<file path="config.mk">
export PLATFORM = sky130hd
export DESIGN_NAME = brush_stamper_flat
export DESIGN_NICKNAME = d
export VERILOG_FILES = /design/src/rtl/brush_stamper_if.sv /design/src/rtl/brush_stamper.sv /design/src/flat_wrapper.sv
export SDC_FILE = /design/constraint.sdc
export NUM_CORES = 1
export LEC_CHECK = 0
export ABC_AREA = 1
export CAP_MARGIN = 20
export CORE_MARGIN = 4
export CORE_UTILIZATION = 54
export DETAILED_ROUTE_END_ITERATION = 12
export PLACE_DENSITY = 0.77
export SLEW_MARGIN = 20
export SYNTH_ARGS = -nofsm -noshare
export SYNTH_HDL_FRONTEND = slang
export SYNTH_SLANG_ARGS = --single-unit
export TNS_END_PERCENT = 30
</file>
<file path="constraint.sdc">
create_clock -name Clk -period 3.4 [get_ports Clk]
set_input_delay 0.68 -clock Clk [delete_from_list [all_inputs] [get_ports Clk]]
set_output_delay 0.68 -clock Clk [all_outputs]
set_load 0.02 [all_outputs]
</file>
<file path="src/rtl/brush_stamper_if.sv">
// Frame-buffer write port: one pixel request held until the arbiter acknowledges it.
interface brush_stamper_if;
    logic       wr_req;
    logic [9:0] wr_x;
    logic [9:0] wr_y;
    logic [7:0] wr_data;
    logic       wr_ack;

    modport master (output wr_req, wr_x, wr_y, wr_data, input wr_ack);
    modport slave  (input wr_req, wr_x, wr_y, wr_data, output wr_ack);
endinterface

</file>
<file path="src/rtl/brush_stamper.sv">
// Latches the cursor on a frame tick and walks the clipped square brush
// row-major, issuing one frame-buffer write per pixel over req/ack.
module brush_stamper #(
    parameter int X_MAX    = 639,
    parameter int Y_MAX    = 479,
    parameter int MAX_SIZE = 15
) (
    input  logic                   Clk,
    input  logic                   Reset_n,
    input  logic                   frame_clk,
    input  logic                   pen_down,
    input  logic                   erase,
    input  logic [7:0]             color,
    input  logic [9:0]             BallX,
    input  logic [9:0]             BallY,
    input  logic [9:0]             BallS,
    brush_stamper_if.master        wr,
    output logic                   busy,
    output logic                   done,
    output logic                   overrun
);

    typedef enum logic [1:0] {IDLE, CALC, STAMP, DONE} state_t;

    localparam logic signed [11:0] L_XMAX = 12'(X_MAX);
    localparam logic signed [11:0] L_YMAX = 12'(Y_MAX);
    localparam logic [9:0]         L_SMAX = 10'(MAX_SIZE);

    state_t     r_state;
    logic       r_sync0, r_sync1, r_syncPrev;
    logic [9:0] r_cx, r_cy, r_s;
    logic [7:0] r_data;
    logic [9:0] r_x0, r_x1, r_y1;
    logic       r_wrReq;
    logic [9:0] r_wrX, r_wrY;
    logic [7:0] r_wrData;
    logic       r_busy, r_done, r_overrun;
    logic       r_lastValid;
    logic [9:0] r_lastX, r_lastY, r_lastS;
    logic [7:0] r_lastData;

    logic              w_tick;
    logic [9:0]        w_size;
    logic [7:0]        w_data;
    logic              w_dup;
    logic signed [11:0] w_xLo, w_xHi, w_yLo, w_yHi;
    logic signed [11:0] w_x0s, w_x1s, w_y0s, w_y1s;
    logic [9:0]        w_x0, w_x1, w_y0, w_y1;
    logic              w_empty;

    assign w_tick = r_sync1 & ~r_syncPrev;
    assign w_size = (BallS > L_SMAX) ? L_SMAX : BallS;
    assign w_data = erase ? 8'h00 : color;
    assign w_dup  = r_lastValid && (BallX == r_lastX) && (BallY == r_lastY) &&
                    (w_size == r_lastS) && (w_data == r_lastData);

    // Bounds use a 12-bit signed range so cx+s never wraps before clipping.
    assign w_xLo = $signed({2'b00, r_cx}) - $signed({2'b00, r_s});
    assign w_xHi = $signed({2'b00, r_cx}) + $signed({2'b00, r_s});
    assign w_yLo = $signed({2'b00, r_cy}) - $signed({2'b00, r_s});
    assign w_yHi = $signed({2'b00, r_cy}) + $signed({2'b00, r_s});

    assign w_x0s = (w_xLo < 12'sd0) ? 12'sd0 : w_xLo;
    assign w_x1s = (w_xHi > L_XMAX) ? L_XMAX : w_xHi;
    assign w_y0s = (w_yLo < 12'sd0) ? 12'sd0 : w_yLo;
    assign w_y1s = (w_yHi > L_YMAX) ? L_YMAX : w_yHi;

    assign w_x0 = 10'(w_x0s);
    assign w_x1 = 10'(w_x1s);
    assign w_y0 = 10'(w_y0s);
    assign w_y1 = 10'(w_y1s);

    assign w_empty = (w_x0s > w_x1s) || (w_y0s > w_y1s);

    assign wr.wr_req  = r_wrReq;
    assign wr.wr_x    = r_wrX;
    assign wr.wr_y    = r_wrY;
    assign wr.wr_data = r_wrData;
    assign busy       = r_busy;
    assign done       = r_done;
    assign overrun    = r_overrun;

    always_ff @(posedge Clk or negedge Reset_n) begin
        if (!Reset_n) begin
            r_state     <= IDLE;
            r_sync0     <= 1'b0;
            r_sync1     <= 1'b0;
            r_syncPrev  <= 1'b0;
            r_cx        <= '0;
            r_cy        <= '0;
            r_s         <= '0;
            r_data      <= '0;
            r_x0        <= '0;
            r_x1        <= '0;
            r_y1        <= '0;
            r_wrReq     <= 1'b0;
            r_wrX       <= '0;
            r_wrY       <= '0;
            r_wrData    <= '0;
            r_busy      <= 1'b0;
            r_done      <= 1'b0;
            r_overrun   <= 1'b0;
            r_lastValid <= 1'b0;
            r_lastX     <= '0;
            r_lastY     <= '0;
            r_lastS     <= '0;
            r_lastData  <= '0;
        end else begin
            r_sync0    <= frame_clk;
            r_sync1    <= r_sync0;
            r_syncPrev <= r_sync1;
            r_done     <= 1'b0;

            if (w_tick && (r_state != IDLE)) begin
                r_overrun <= 1'b1;
            end

            case (r_state)
                IDLE: begin
                    if (w_tick) begin
                        if (pen_down) begin
                            r_cx   <= BallX;
                            r_cy   <= BallY;
                            r_s    <= w_size;
                            r_data <= w_data;
                            if (!w_dup) begin
                                r_state <= CALC;
                                r_busy  <= 1'b1;
                            end
                        end else begin
                            r_lastValid <= 1'b0;
                        end
                    end
                end

                CALC: begin
                    r_x0 <= w_x0;
                    r_x1 <= w_x1;
                    r_y1 <= w_y1;
                    if (w_empty) begin
                        r_state <= DONE;
                        r_done  <= 1'b1;
                    end else begin
                        r_wrReq  <= 1'b1;
                        r_wrX    <= w_x0;
                        r_wrY    <= w_y0;
                        r_wrData <= r_data;
                        r_state  <= STAMP;
                    end
                end

                // The request registers double as the pixel cursor.
                STAMP: begin
                    if (wr.wr_ack) begin
                        if (r_wrX < r_x1) begin
                            r_wrX <= r_wrX + 10'd1;
                        end else if (r_wrY < r_y1) begin
                            r_wrX <= r_x0;
                            r_wrY <= r_wrY + 10'd1;
                        end else begin
                            r_wrReq <= 1'b0;
                            r_state <= DONE;
                            r_done  <= 1'b1;
                        end
                    end
                end

                DONE: begin
                    r_lastValid <= 1'b1;
                    r_lastX     <= r_cx;
                    r_lastY     <= r_cy;
                    r_lastS     <= r_s;
                    r_lastData  <= r_data;
                    r_busy      <= 1'b0;
                    r_state     <= IDLE;
                end

                default: begin
                    r_state <= IDLE;
                    r_busy  <= 1'b0;
                    r_wrReq <= 1'b0;
                end
            endcase
        end
    end

endmodule
</file>
<file path="src/flat_wrapper.sv">
// flat-port wrapper written by rule: the top's interface ports become plain ports
module brush_stamper_flat 
#(
    parameter int X_MAX    = 639,
    parameter int Y_MAX    = 479,
    parameter int MAX_SIZE = 15
)
  (Clk, Reset_n, frame_clk, pen_down, erase, color, BallX, BallY, BallS, busy, done, overrun, wr_wr_req, wr_wr_x, wr_wr_y, wr_wr_data, wr_wr_ack);
  brush_stamper_if wr_i ();
  input  logic Clk;
  input  logic Reset_n;
  input  logic frame_clk;
  input  logic pen_down;
  input  logic erase;
  input  logic [7:0] color;
  input  logic [9:0] BallX;
  input  logic [9:0] BallY;
  input  logic [9:0] BallS;
  output logic busy;
  output logic done;
  output logic overrun;
  output wire logic [$bits(wr_i.wr_req)-1:0] wr_wr_req;
  output wire logic [$bits(wr_i.wr_x)-1:0] wr_wr_x;
  output wire logic [$bits(wr_i.wr_y)-1:0] wr_wr_y;
  output wire logic [$bits(wr_i.wr_data)-1:0] wr_wr_data;
  input wire logic [$bits(wr_i.wr_ack)-1:0] wr_wr_ack;
  assign wr_wr_req = wr_i.wr_req;
  assign wr_wr_x = wr_i.wr_x;
  assign wr_wr_y = wr_i.wr_y;
  assign wr_wr_data = wr_i.wr_data;
  assign wr_i.wr_ack = wr_wr_ack;
  brush_stamper #(.X_MAX(X_MAX), .Y_MAX(Y_MAX), .MAX_SIZE(MAX_SIZE)) u_core (.Clk(Clk), .Reset_n(Reset_n), .frame_clk(frame_clk), .pen_down(pen_down), .erase(erase), .color(color), .BallX(BallX), .BallY(BallY), .BallS(BallS), .wr(wr_i), .busy(busy), .done(done), .overrun(overrun));
endmodule
</file>
* Word-level counts from Yosys, hierarchy flattened
Cells that the tools add are included.
Storage, ports and cells: register bits 144, input port bits 44, output and inout bits 32, word-level logic and storage cells 117
Operators by class: add/sub/neg operators 6, order comparisons 9, equal/unequal tests 17, muxes and demuxes 41, bitwise gates (word level) 3, reductions and logical operators 18
Operators by type and width (number):
- two-way mux 10 bit | 9
- two-way mux 12 bit | 4
- case mux 10 bit (2 select lines) | 2
- == test 10 bit | 3
- > comparator 12 bit | 2
- < comparator 12 x 1 -> 1 bit, second input constant | 2
- adder 10 x 10 -> 11 bit | 2
- subtractor 10 x 10 -> 11 bit | 2
- adder 10 x 1 -> 10 bit, second input constant | 2
- < comparator 10 bit | 2
- two-way mux 1 bit | 14
- != test 2 bit, second input constant | 7
- > comparator 12 x 10 -> 1 bit, second input constant | 1
- > comparator 12 x 11 -> 1 bit, second input constant | 1
- two-way mux 2 bit | 6
- > comparator 10 x 4 -> 1 bit, second input constant | 1
- AND reduction 5 bit | 2
- == test 8 bit | 1
- two-way mux 8 bit | 1
- case mux 1 bit (2 select lines) | 4
- case mux 2 bit (4 select lines) | 1
- AND reduction 4 bit | 2
- AND reduction 3 bit | 2
- AND reduction 6 bit | 1
- other kinds (11) | 20

* Logic depth before layout (Yosys ltp)
depth after elaboration 9, depth in mapped cells 29, gate-level depth less buffers 28

* Worst setup path before layout
No wires, ideal clock.
kind flip-flop to flip-flop, start register u_core.r_s[0], end register u_core.r_wrY[0], in the netlist u_core.wr.wr_y[0], library setup time 0.067 ns, arrival 3.284 ns, slack 0.049 ns, stages on the path, launching flop included 25, path buffers 1, cell sequence dfrtp_1 > ha_1 > inv_1 > fa_1 > inv_1 > nand3_1 > nand3_1 > nand2_1 > nand3_1 > nand2_1 > nor2_1 > a21oi_4 > nand2_1 > inv_1 > ha_1 > a21oi_1 > o21ai_0 > nand2_1 > nand3_1 > nand2_1 > nand3_1 > nand2_1 > clkbuf_1 > nand4_1 > nand2_1
On the way: word-level cells in the longest chain between the ends 7, elaborated cells on any way between the ends 19, classes of those cells add/sub: 4; order compare: 6; eq/ne: 1; mux: 6; reduce/logical: 2
Ends and longest elaborated chain:
- from (decl) | RTL line brush_stamper.sv:31 | logic [9:0] r_cx, r_cy, r_s;
- from (signal assigned) | RTL line brush_stamper.sv:124 | r_s <= w_size;
- subtractor 10 x 10 -> 11 bit, or another cell as far along | RTL line brush_stamper.sv:58 | assign w_xLo = $signed({2'b00, r_cx}) - $signed({2'b00, r_s});
- < comparator 12 x 1 -> 1 bit, or another cell as far along | RTL line brush_stamper.sv:63 | assign w_x0s = (w_xLo < 12'sd0) ? 12'sd0 : w_xLo;
- two-way mux 12 bit (on tied branches)
- > comparator 12 bit | RTL line brush_stamper.sv:73 | assign w_empty = (w_x0s > w_x1s) || (w_y0s > w_y1s);
- logical OR 1 bit | RTL line brush_stamper.sv:73
- != test 2 bit (no line)
- AND reduction 5 bit (no line)
- to (signal assigned) | RTL line brush_stamper.sv:146 | r_wrY <= w_y0;
- to (signal assigned) | RTL line brush_stamper.sv:159 | r_wrY <= r_wrY + 10'd1;
- to (decl) | RTL line brush_stamper.sv:35 | logic [9:0] r_wrX, r_wrY;
Several ways; a longest one is shown, not always the timed one. The select of a mux whose other input is x is not followed. A chain may end at the register's enable or synchronous reset.

* Final worst setup path
start register u_core.r_s[0], end register u_core.r_wrX[6], in the netlist u_core.wr.wr_x[6]
On the way: word-level cells in the longest chain between the ends 7, elaborated cells on any way between the ends 19, classes of those cells add/sub: 4; order compare: 6; eq/ne: 1; mux: 6; reduce/logical: 2
Ends and longest elaborated chain:
- subtractor 10 x 10 -> 11 bit, or another cell as far along | RTL line brush_stamper.sv:58
- < comparator 12 x 1 -> 1 bit, or another cell as far along | RTL line brush_stamper.sv:63
- two-way mux 12 bit (on tied branches)
- > comparator 12 bit | RTL line brush_stamper.sv:73
- logical OR 1 bit | RTL line brush_stamper.sv:73
- != test 2 bit (no line)
- AND reduction 4 bit (no line)
- to (signal assigned) | RTL line brush_stamper.sv:145 | r_wrX <= w_x0;
- to (signal assigned) | RTL line brush_stamper.sv:156 | r_wrX <= r_wrX + 10'd1;
- to (signal assigned) | RTL line brush_stamper.sv:158 | r_wrX <= r_x0;
- to (decl) | RTL line brush_stamper.sv:35
Several ways; a longest one is shown, not always the timed one. The select of a mux whose other input is x is not followed.

==> metrics.md <==
| Metric | Value |
|---|---|
| Clock buffer depth | 2 |
| Pre-CTS worst setup slack | -220 ps |
| Power Dens Cells | a little under 300 mW/mm^2 |
| CTS Root Cell | clkbuf_16 |
| Crit end category | flop |
| Critical Path Max Stage Delay | 450 ps |
| Min-delay worst type | input pin to async pin |
| Endpoints failing setup | 24 |
| Clock transition at path regs | 60 ps |
| Detailed-route via count | 10500 |
| Area of the die | 0.0210 sq mm |
| Floorplan Core Area | 0.0182 sq mm |
| Source of the worst register-to-register timing path | u_core.r_s[0] |
| Critical register-to-register path endpoint | u_core.wr.wr_x[6] |
| PortBufs | 75 |
| Share of cells above drive strength 1 | 0.234 |
| Number of core rows | between 40 and 50 |
| Mean area per synthesized cell | 6.94 sq um |
| Total CTS buffers | 17 |
| Synthesized netlist net count | between 1500 and 2000 |
| Post-Place Cell Area | 0.0119 sq mm |
| Number of routed nets with antenna violations | 0 |
| Total global-route track usage | 0.285 |
| Register-to-Register Path Depth | 24 |
| Final setup margin | -85.3 ps |
| Cells along the critical path | ha_4 -> inv_2 -> fa_2 -> inv_2 -> nand4_1 -> nand3_1 -> nand2_1 -> nand2_2 -> nor2_4 -> a21oi_4 -> nand2_2 -> inv_2 -> ha_4 -> nand2_1 -> nand2_2 -> a21oi_2 -> nand3_2 -> nand2_4 -> nand3_4 -> nand2_4 -> nand3_4 -> buf_6 -> nand2_1 -> nand2_1 |
| Worst Setup Start Kind | flop |
| Min cycle time layout | 3490 ps |
| Die Span X | 145 um |
| Distinct cells, synth | 35 |
| Synthesized netlist cell count | 1457 |
| RSZ-0062 raised after global routing | yes |
| Startpoint of the most critical setup path | u_core.r_s[0] |
| Antenna Cells | 0 |
| Global-route congestion overflow total | 0 |
| Overall die height | 145 um |
| Final worst-path cycle share | 1.03 |
| Number of flops mapped to enable cells by yosys | 0 |
| Number of antenna violations at the first check in global routing | 0 |
| Clock net sink count | between 100 and 150 |
| Synth Register Bits | 144 |
| Result of the run | finished, violations left |
| Global-route wire length before repair | 47600 um |
| Maximum clock skew at final layout | 8.11 ps |
| Share of the yosys chip area belonging to registers | 0.357 |
| FF-to-FF setup slack | -90 ps |
| Number of optimization iterations in the first detailed-route pass | 6 |
| Capture point of the worst path | u_core.wr.wr_x[6] |
| Crit path DAT | 3800 ps |
| Initial standard-cell utilization of the core | 0.555 |
| Iteration-0 DRC count of the detailed router | between 700 and 800 |
| WP data required | 3720 ps |
| Average wire per standard cell | 16.2 um |
| Vias per Instance | 5.44 |
| Core Util, Final | 0.761 |
| Cell type of the slowest stage on the worst timing path | dfrtp_2 |
| Largest voltage drop on the vdd net | 0.000355 V |
| Worst Setup Path Type | flop to flop |
| Final wirelength | 31300 um |
| Hold Fails Final Rpt | 0 |
| Largest net degree at the start of global routing | 77 |
| Leak Pwr | 7.13 nW |
| Finished Cell Area | around 0.014 sq mm |
| Most frequent standard cell in the layout excluding fill and tap cells | nand2_1 |
| Final Net Count | between 1500 and 2000 |
| Hold_buf cts | 0 |
| Worst hold margin | between 200 and 300 ps |
| Global placement routability congestion | 0.929 |
| Most instantiated flip-flop cell in the synthesis netlist | dfrtp_1 |
| HPWL after DPL | 21600 um |
| Via count of the first global-routing pass | just under 10000 |
| Maximum Capacitance Violations | 0 |
| Top-Level Pins | 76 |
| Fmax | 287 MHz |
| Maximum net fanout on the critical path | 5 |
| H-tree levels | 4 |
| Highest-count cells in the layout ignoring fill and taps | nand2_1 (471), inv_1 (178), buf_4 (164) |
| Final Instance Count excl. Fillers | 1928 |
| Layout area overhead | 37.0% |
| Clock tree from TritonCTS | built |
| Clock network latency to the later pin of the worst-skew pair | 430 ps |
| Async set or reset register ratio after synthesis | 1.00 |
| Cell Count Post-Placement | 1845 |
| Violations in the final reports | negative setup slack |
| Cell with the most instances on the worst path | nand2_1 |
| Number of synthesis warnings | 0 |
| Post-synthesis cell area | 0.0101 sq mm |
| Post-route DRC violation count | 0 |
| Slew headroom | 0.290 |
| Final Max Slew Viols | 0 |
| Slew of the pin with the lowest slew margin | 1070 ps |
[flip-flops by register name, indices dropped and copies added, names as in the netlist, 2 cells and up]
name and cells:
u_core.r_cx 10, u_core.r_cy 10, u_core.r_lastS 10, u_core.r_lastX 10
u_core.r_lastY 10, u_core.r_s 10, u_core.r_x0 10, u_core.r_x1 10
u_core.r_y1 10, u_core.wr.wr_x 10, u_core.wr.wr_y 10, u_core.r_data 8
u_core.r_lastData 8, u_core.wr.wr_data 8, u_core.r_state 2
[power by group]
part	switching, mW	internal [mW]
Sequential	0.0556	1.74
Clock	0.777	1.17
Combinational	0.182	0.158
Total	1.01	3.07
[critical path: cells and delay by family (launching register included)]
| kind | cells | cell delay [ps] |
|---|---|---|
| buffers and inverters | 4 | 330 |
| adder cells (fa/ha/maj) | 3 | 710 |
| AO/OA/AOI/OAI | 2 | 450 |
| flip-flops | 1 | 450 |
| AND/OR/NAND/NOR | 15 | 1430 |
[metrics by stage]
step           setup TNS (ps)  total power, mW
2_1_floorplan               0             1.96
3_3_place_gp            -3800             2.15
3_5_place_dp            -4930             2.15
4_1_cts                 -7.98             4.08
5_1_grt                 -5870             4.22
6_report                -1610             4.09
[Yosys cell counts (8+ instances only)]
cell,instances,area (sq um)
a21oi_1,42,210
mux2_2,8,90.1
xor2_1,21,184
ha_1,84,1050
nor3_1,17,85.1
dfrtp_1,144,3600
nand2_1,523,1960
nand3_1,86,430
nand4_1,45,282
o21ai_0,99,495
nor2_1,90,338
buf_2,13,65.1
inv_1,206,773
xnor2_1,11,96.3
clkbuf_1,28,105
[kinds of logic after synthesis]
family / share of synthesized area
AO/OA/AOI/OAI: 0.0837
XOR/XNOR: 0.0277
adder cells (fa/ha/maj): 0.112
buffers and inverters: 0.0959
flip-flops: 0.357
multiplexers: 0.00891
other: 0.000371
AND/OR/NAND/NOR: 0.315
[worst min path at each step]
stage,cells past startpoint,to,slack [ps]
global route,1,u_core.r_y1[9],330
finish,1,u_core.r_y1[9],260
detailed placement,0,u_core.r_sync1,340
CTS,1,u_core.r_y1[9],310
global placement,0,u_core.r_sync1,330
floorplan,0,u_core.r_sync1,330
[cell type report]
class,count,area (sq um)
multi-input combinational,1062,6420
fill,1328,4360
sequential,144,3610
timing repair buffer,251,2130
inverter,210,801
clock buffer,19,443
tap,229,287
clock inverter,13,163
[per-layer routing]
layer	vias up	track usage	share of wire
met5	-	0	0
met4	0	0.0766	0.030
met3	90	0.0381	0.057
met2	433	0.492	0.49
met1	4894	0.377	0.43
li1	5068	-	-
[what timing repair did]
item / 4_1_cts / 5_1_grt
setup endpoints to repair: 29 / 33
cloned: 2 / 2
resized for setup: 66 / 151
buffers inserted: 28 / 21
pin swaps: 21 / 65
No activity file was read; power rests on OpenSTA's default activity.
